$ cat src/rtl/axi_arb_pkg.sv
// Shared definitions for the AXI read/write channel arbiters: FSM state codes,
// master count and one-hot grant constants.
package axi_arb_pkg;

  localparam int unsigned NUM_MASTERS = 4;

  localparam logic [1:0] IDLE = 2'd0;
  localparam logic [1:0] XFER = 2'd1;
  localparam logic [1:0] RESP = 2'd2;

  localparam logic [NUM_MASTERS-1:0] GRNT_NONE = 4'b0000;
  localparam logic [NUM_MASTERS-1:0] GRNT_M0   = 4'b0001;
  localparam logic [NUM_MASTERS-1:0] GRNT_M1   = 4'b0010;
  localparam logic [NUM_MASTERS-1:0] GRNT_M2   = 4'b0100;
  localparam logic [NUM_MASTERS-1:0] GRNT_M3   = 4'b1000;

  function automatic logic [NUM_MASTERS-1:0] grnt_onehot(input logic [1:0] id);
    logic [NUM_MASTERS-1:0] g;
    case (id)
      2'd0:    g = GRNT_M0;
      2'd1:    g = GRNT_M1;
      2'd2:    g = GRNT_M2;
      default: g = GRNT_M3;
    endcase
    return g;
  endfunction

endpackage

$ cat src/rtl/rr_pick4.sv
// Combinational 4-way round-robin picker: searches rr_ptr+1, +2, +3, rr_ptr
// and returns the first requesting index.
module rr_pick4 (
  input  logic [3:0] req,
  input  logic [1:0] rr_ptr,
  output logic       valid,
  output logic [1:0] winner
);

  logic [1:0] cand;

  always_comb begin
    valid  = 1'b0;
    winner = rr_ptr;
    cand   = '0;
    for (int unsigned i = 1; i <= 4; i++) begin
      cand = rr_ptr + 2'(i);
      if (!valid && req[cand]) begin
        valid  = 1'b1;
        winner = cand;
      end
    end
  end

endmodule

$ cat src/rtl/axi_arbiter_w_rr.sv
// Round-robin AXI write-channel arbiter for four masters; grant held AW -> WLAST -> B.
// Optional watchdog enabled by defining AXI_ARB_W_TIMEOUT_EN.
module axi_arbiter_w_rr
  import axi_arb_pkg::*;
#(
  parameter int          TCO            = 1,
  parameter int unsigned TIMEOUT_CYCLES = 1024
) (
  input  logic       ACLK,
  input  logic       ARESETn,
  input  logic       m0_AWVALID,
  input  logic       m1_AWVALID,
  input  logic       m2_AWVALID,
  input  logic       m3_AWVALID,
  input  logic       s_AWVALID,
  input  logic       s_AWREADY,
  input  logic       s_WVALID,
  input  logic       s_WREADY,
  input  logic       s_WLAST,
  input  logic       s_BVALID,
  input  logic       s_BREADY,
  output logic       m0_wgrnt,
  output logic       m1_wgrnt,
  output logic       m2_wgrnt,
  output logic       m3_wgrnt,
  output logic [1:0] wgrnt_id,
  output logic       busy
`ifdef AXI_ARB_W_TIMEOUT_EN
  ,
  output logic       timeout_err
`endif
);

  // TCO is a simulation-only delay kept for parameter compatibility; it has no hardware effect.
  if (TCO < 0 || TIMEOUT_CYCLES == 0) begin : g_cfg_out_of_range
  end

  logic [1:0]             state;
  logic [1:0]             rr_ptr;
  logic [NUM_MASTERS-1:0] grnt;
  logic                   aw_done;
  logic                   w_done;
  logic                   pick_valid;
  logic [1:0]             pick_id;
  logic                   aw_hs;
  logic                   w_hs;
  logic                   b_hs;

  assign aw_hs = s_AWVALID & s_AWREADY;
  assign w_hs  = s_WVALID & s_WREADY & s_WLAST;
  assign b_hs  = s_BVALID & s_BREADY;

  assign {m3_wgrnt, m2_wgrnt, m1_wgrnt, m0_wgrnt} = grnt;

  rr_pick4 u_pick (
    .req    ({m3_AWVALID, m2_AWVALID, m1_AWVALID, m0_AWVALID}),
    .rr_ptr (rr_ptr),
    .valid  (pick_valid),
    .winner (pick_id)
  );

`ifdef AXI_ARB_W_TIMEOUT_EN
  localparam int unsigned      CNT_W   = $clog2(TIMEOUT_CYCLES + 1);
  localparam logic [CNT_W-1:0] WD_LAST = CNT_W'(TIMEOUT_CYCLES - 1);
  logic [CNT_W-1:0] wd_cnt;
`endif

  always_ff @(posedge ACLK or negedge ARESETn) begin
    if (!ARESETn) begin
      state    <= IDLE;
      rr_ptr   <= 2'd3;
      grnt     <= GRNT_NONE;
      wgrnt_id <= '0;
      busy     <= 1'b0;
      aw_done  <= 1'b0;
      w_done   <= 1'b0;
`ifdef AXI_ARB_W_TIMEOUT_EN
      wd_cnt      <= '0;
      timeout_err <= 1'b0;
`endif
    end else begin
`ifdef AXI_ARB_W_TIMEOUT_EN
      timeout_err <= 1'b0;
`endif
      case (state)
        IDLE: begin
          if (pick_valid) begin
            grnt     <= grnt_onehot(pick_id);
            wgrnt_id <= pick_id;
            busy     <= 1'b1;
            rr_ptr   <= pick_id;
            state    <= XFER;
          end
        end
        XFER: begin
          if (aw_hs) aw_done <= 1'b1;
          if (w_hs)  w_done  <= 1'b1;
          // Completion is judged on registered-or-current flags so same-cycle AW/WLAST moves on at once.
          if ((aw_done || aw_hs) && (w_done || w_hs)) state <= RESP;
        end
        RESP: begin
          if (b_hs) begin
            grnt    <= GRNT_NONE;
            busy    <= 1'b0;
            aw_done <= 1'b0;
            w_done  <= 1'b0;
            state   <= IDLE;
          end
        end
        default: state <= IDLE;
      endcase
`ifdef AXI_ARB_W_TIMEOUT_EN
      // Watchdog placed after the FSM so a forced release overrides the normal next state.
      if (state == XFER || state == RESP) begin
        if (aw_hs || w_hs || b_hs) begin
          wd_cnt <= '0;
        end else if (wd_cnt == WD_LAST) begin
          wd_cnt      <= '0;
          grnt        <= GRNT_NONE;
          busy        <= 1'b0;
          aw_done     <= 1'b0;
          w_done      <= 1'b0;
          state       <= IDLE;
          timeout_err <= 1'b1;
        end else begin
          wd_cnt <= wd_cnt + 1'b1;
        end
      end else begin
        wd_cnt <= '0;
      end
`endif
    end
  end

endmodule
$ cat config.mk
export PLATFORM = sky130hd
export DESIGN_NAME = axi_arbiter_w_rr
export DESIGN_NICKNAME = d
export VERILOG_FILES = /design/src/rtl/axi_arb_pkg.sv /design/src/rtl/rr_pick4.sv /design/src/rtl/axi_arbiter_w_rr.sv
export SDC_FILE = /design/constraint.sdc
export NUM_CORES = 1
export LEC_CHECK = 0
export ABC_AREA = 1
export CAP_MARGIN = 20
export CORE_MARGIN = 2
export CORE_UTILIZATION = 47
export DETAILED_ROUTE_END_ITERATION = 10
export PLACE_DENSITY = 0.83
export SLEW_MARGIN = 10
export SYNTH_ARGS = -nofsm -noshare
export SYNTH_HDL_FRONTEND = slang
export SYNTH_SLANG_ARGS = --single-unit
$ cat constraint.sdc
create_clock -name ACLK -period 1.9 [get_ports ACLK]
set_clock_uncertainty 0.15 [all_clocks]
set_input_delay 0.19 -clock ACLK [delete_from_list [all_inputs] [get_ports ACLK]]
set_output_delay 0.19 -clock ACLK [all_outputs]
set_load 0.01 [all_outputs]
==> metrics.cfg <==
[cts]
cts.sinks=13
cts_buffers=3
cts_hold_buf=0
cts_tree=done
htreeDepth=1
clk_pin_slew_ns=0.08
cts_buffer_depth=2
root_buffer=clkbuf_4
clk_latency_ns=0.27

[layout]
fin_nets=152
fillCellCount=147
design_area_um2=1170
drive_gt1_frac=0.290
utilization=0.693
instances_no_fill=155
diodes=0
syn_to_final_growth_pct=42.1

[worst_setup_path]
crit_chain=inv_6 > nand2_2 > nand2_4 > nand2_4 > nand2_4 > nor2_8 > nand2_2 > nand2_2 > nand2_2 > nor2_2 > nand2_1 > nand2_1
r2r-end=grnt[0]
reg2reg_depth=12
cp_top_family=simple AND/OR/NAND/NOR gates
crit_path_max_incr_delay_ns=0.62
slowest_stage=dfstp_2
cp.required_ns=1.96
cp_common_cell=nand2_2
reg2reg_slack_ns=0.005
critPathLaunchType=register
critPathCaptureType=register
arrival_ns=1.96
cp_max_fo=10
worst-path-buf-inv=1
path_class=register to register
r2r-start=rr_ptr[0]

[timing]
finalMaxSlewViolations=0
max_slew.worst_pin.slew_ns=0.582
relSlewSlack=0.611
min_period_ns=1.89
rsz0062_at_grt=true
hold_slack_ns=0.133
period_share=0.997
setup_violations=0
hold_viol=0
max_freq_mhz=528
fin_ws_ns=0.00501

[global_routing]
groute.usage.overall=0.199
antenna_found_initial=0
grt_pass1_wl_um=2950
overflow=0
grt_max_degree=14
grt_pass1_vias=730

[detailed_routing]
drc=0
vias=807
routed_wl_um=1990
drtIter0Drc=26
wl_per_cell_um=12.8
ant_nets=0
routed_via_density=5.21
drtPass1Iterations=4

[floorplan]
row_count=15
boundaryPins=20
dieArea_um2=2100
die_x_um=45.9
core_area_um2=1690
die_y_um=45.9
floorplan.initialDensity=0.487

[placement]
place.detailed.hpwl_um=1390
place_congestion=0.809
place_area_um2=1020
io_buffers=19
place_inst=146
dp_slack_ns=-0.0120

[power]
p_per_area_nw_per_um2=1950
leakagePower_uw=0.000587
ir_worst_vdd_v=0.00106

[logic_synthesis]
yosysWarningCount=0
seq_area_frac_synth=0.398
synth_area_um2=823
synth-seq-cells=13
syn_inst=111
synth.avg_cell_area_um2=7.42
synthesis.nets=124
ys_types=22

[run]
maxCapViolations=0

[run_status]
outcome=complete, no violations

[worst_hold_path]
hold_path.class=primary input to asynchronous set/reset pin

[sequential cells by signal, summed over array words and instances (netlist names)]
signal    flops
aw_done       1
wgrnt_id      2
w_done        1
rr_ptr        2
grnt          4
busy          1
state         2
[area by class of cell]
type	instances	area, um^2	area share
Multi-Input combinational cell	87	515	0.441
Sequential cell	13	328	0.280
Timing Repair Buffer	24	231	0.198
Inverter	10	47.5	0.0406
Clock buffer	4	26.3	0.0225
Tap cell	17	21.3	0.0182
[worst register-to-register path, delay by kind of cell (launching register included)]
family,cells,cell delay [ns]
AND/OR/NAND/NOR,11,1.00
flip-flops,1,0.62
buffers and inverters,1,0.08
[cell usage after synthesis (all sizes together)]
cell type | n | area share
nand2 | 56 | 0.31
a21oi | 2 | 0.012
a32o | 1 | 0.012
nor2 | 5 | 0.052
or2 | 1 | 0.0076
inv | 10 | 0.055
dfrtp | 11 | 0.33
and3 | 1 | 0.0076
buf | 1 | 0.014
nand3 | 12 | 0.079
o21ai | 8 | 0.049
o22ai | 1 | 0.0076
dfstp | 2 | 0.064
[how the worst max path moves through the flow]
stage | cells after the start | end | startpoint
2_1_floorplan | 12 | grnt[1] | rr_ptr[0]
3_3_place_gp | 9 | grnt[1] | rr_ptr[0]
3_5_place_dp | 9 | grnt[1] | rr_ptr[0]
4_1_cts | 12 | grnt[0] | rr_ptr[0]
5_1_grt | 12 | grnt[0] | rr_ptr[0]
6_report | 12 | grnt[0] | rr_ptr[0]
[per-layer routing]
metal	global-route usage	vias to the layer above	part of all wire
met4	0.0857	0	0.0070
met3	0.0198	2	0.047
met1	0.220	366	0.38
met2	0.375	31	0.56
li1	-	408	-
met5	0	-	0
[layout by cell type, fill, tap and decap left out, types with 3 or more instances in the layout]
cell / n
nand2_1: 37
clkdlybuf4s50_1: 19
nand2_2: 12
dfrtp_1: 11
nand3_1: 9
inv_1: 7
nand2_4: 6
o21ai_1: 4
buf_4: 4
clkbuf_4: 3
[what timing repair did]
item	in CTS	in global routing
resized for setup	3	22
endpoints found under the setup margin	5	8
pin swaps	0	10
buffers inserted	1	4
[metrics by stage]
stage | TNS, ns | total power, uW
after CTS | 0 | 1940
final | 0 | 2280
after global placement | -0.0170 | 1690
after floorplan | 0 | 1430
after detailed placement | -0.0130 | 1730
after global routing | -0.317 | 2470
[logic make-up (layout without fill, tap and decap cells)]
| group | after synthesis | in the layout | synth area share |
|---|---|---|---|
| simple gates | 75 | 75 | 0.453 |
| buf+inv | 11 | 38 | 0.0684 |
| flops | 13 | 13 | 0.398 |
| compound gates | 12 | 12 | 0.0806 |
[report_power, final]
| group | total (uW) | internal (uW) | switching [uW] |
|---|---|---|---|
| sequential | 520 | 422 | 98.1 |
| clock | 169 | 81.3 | 87.6 |
| combinational | 1600 | 635 | 961 |
| total | 2280 | 1140 | 1150 |
No activity file was read; power rests on OpenSTA's default activity.
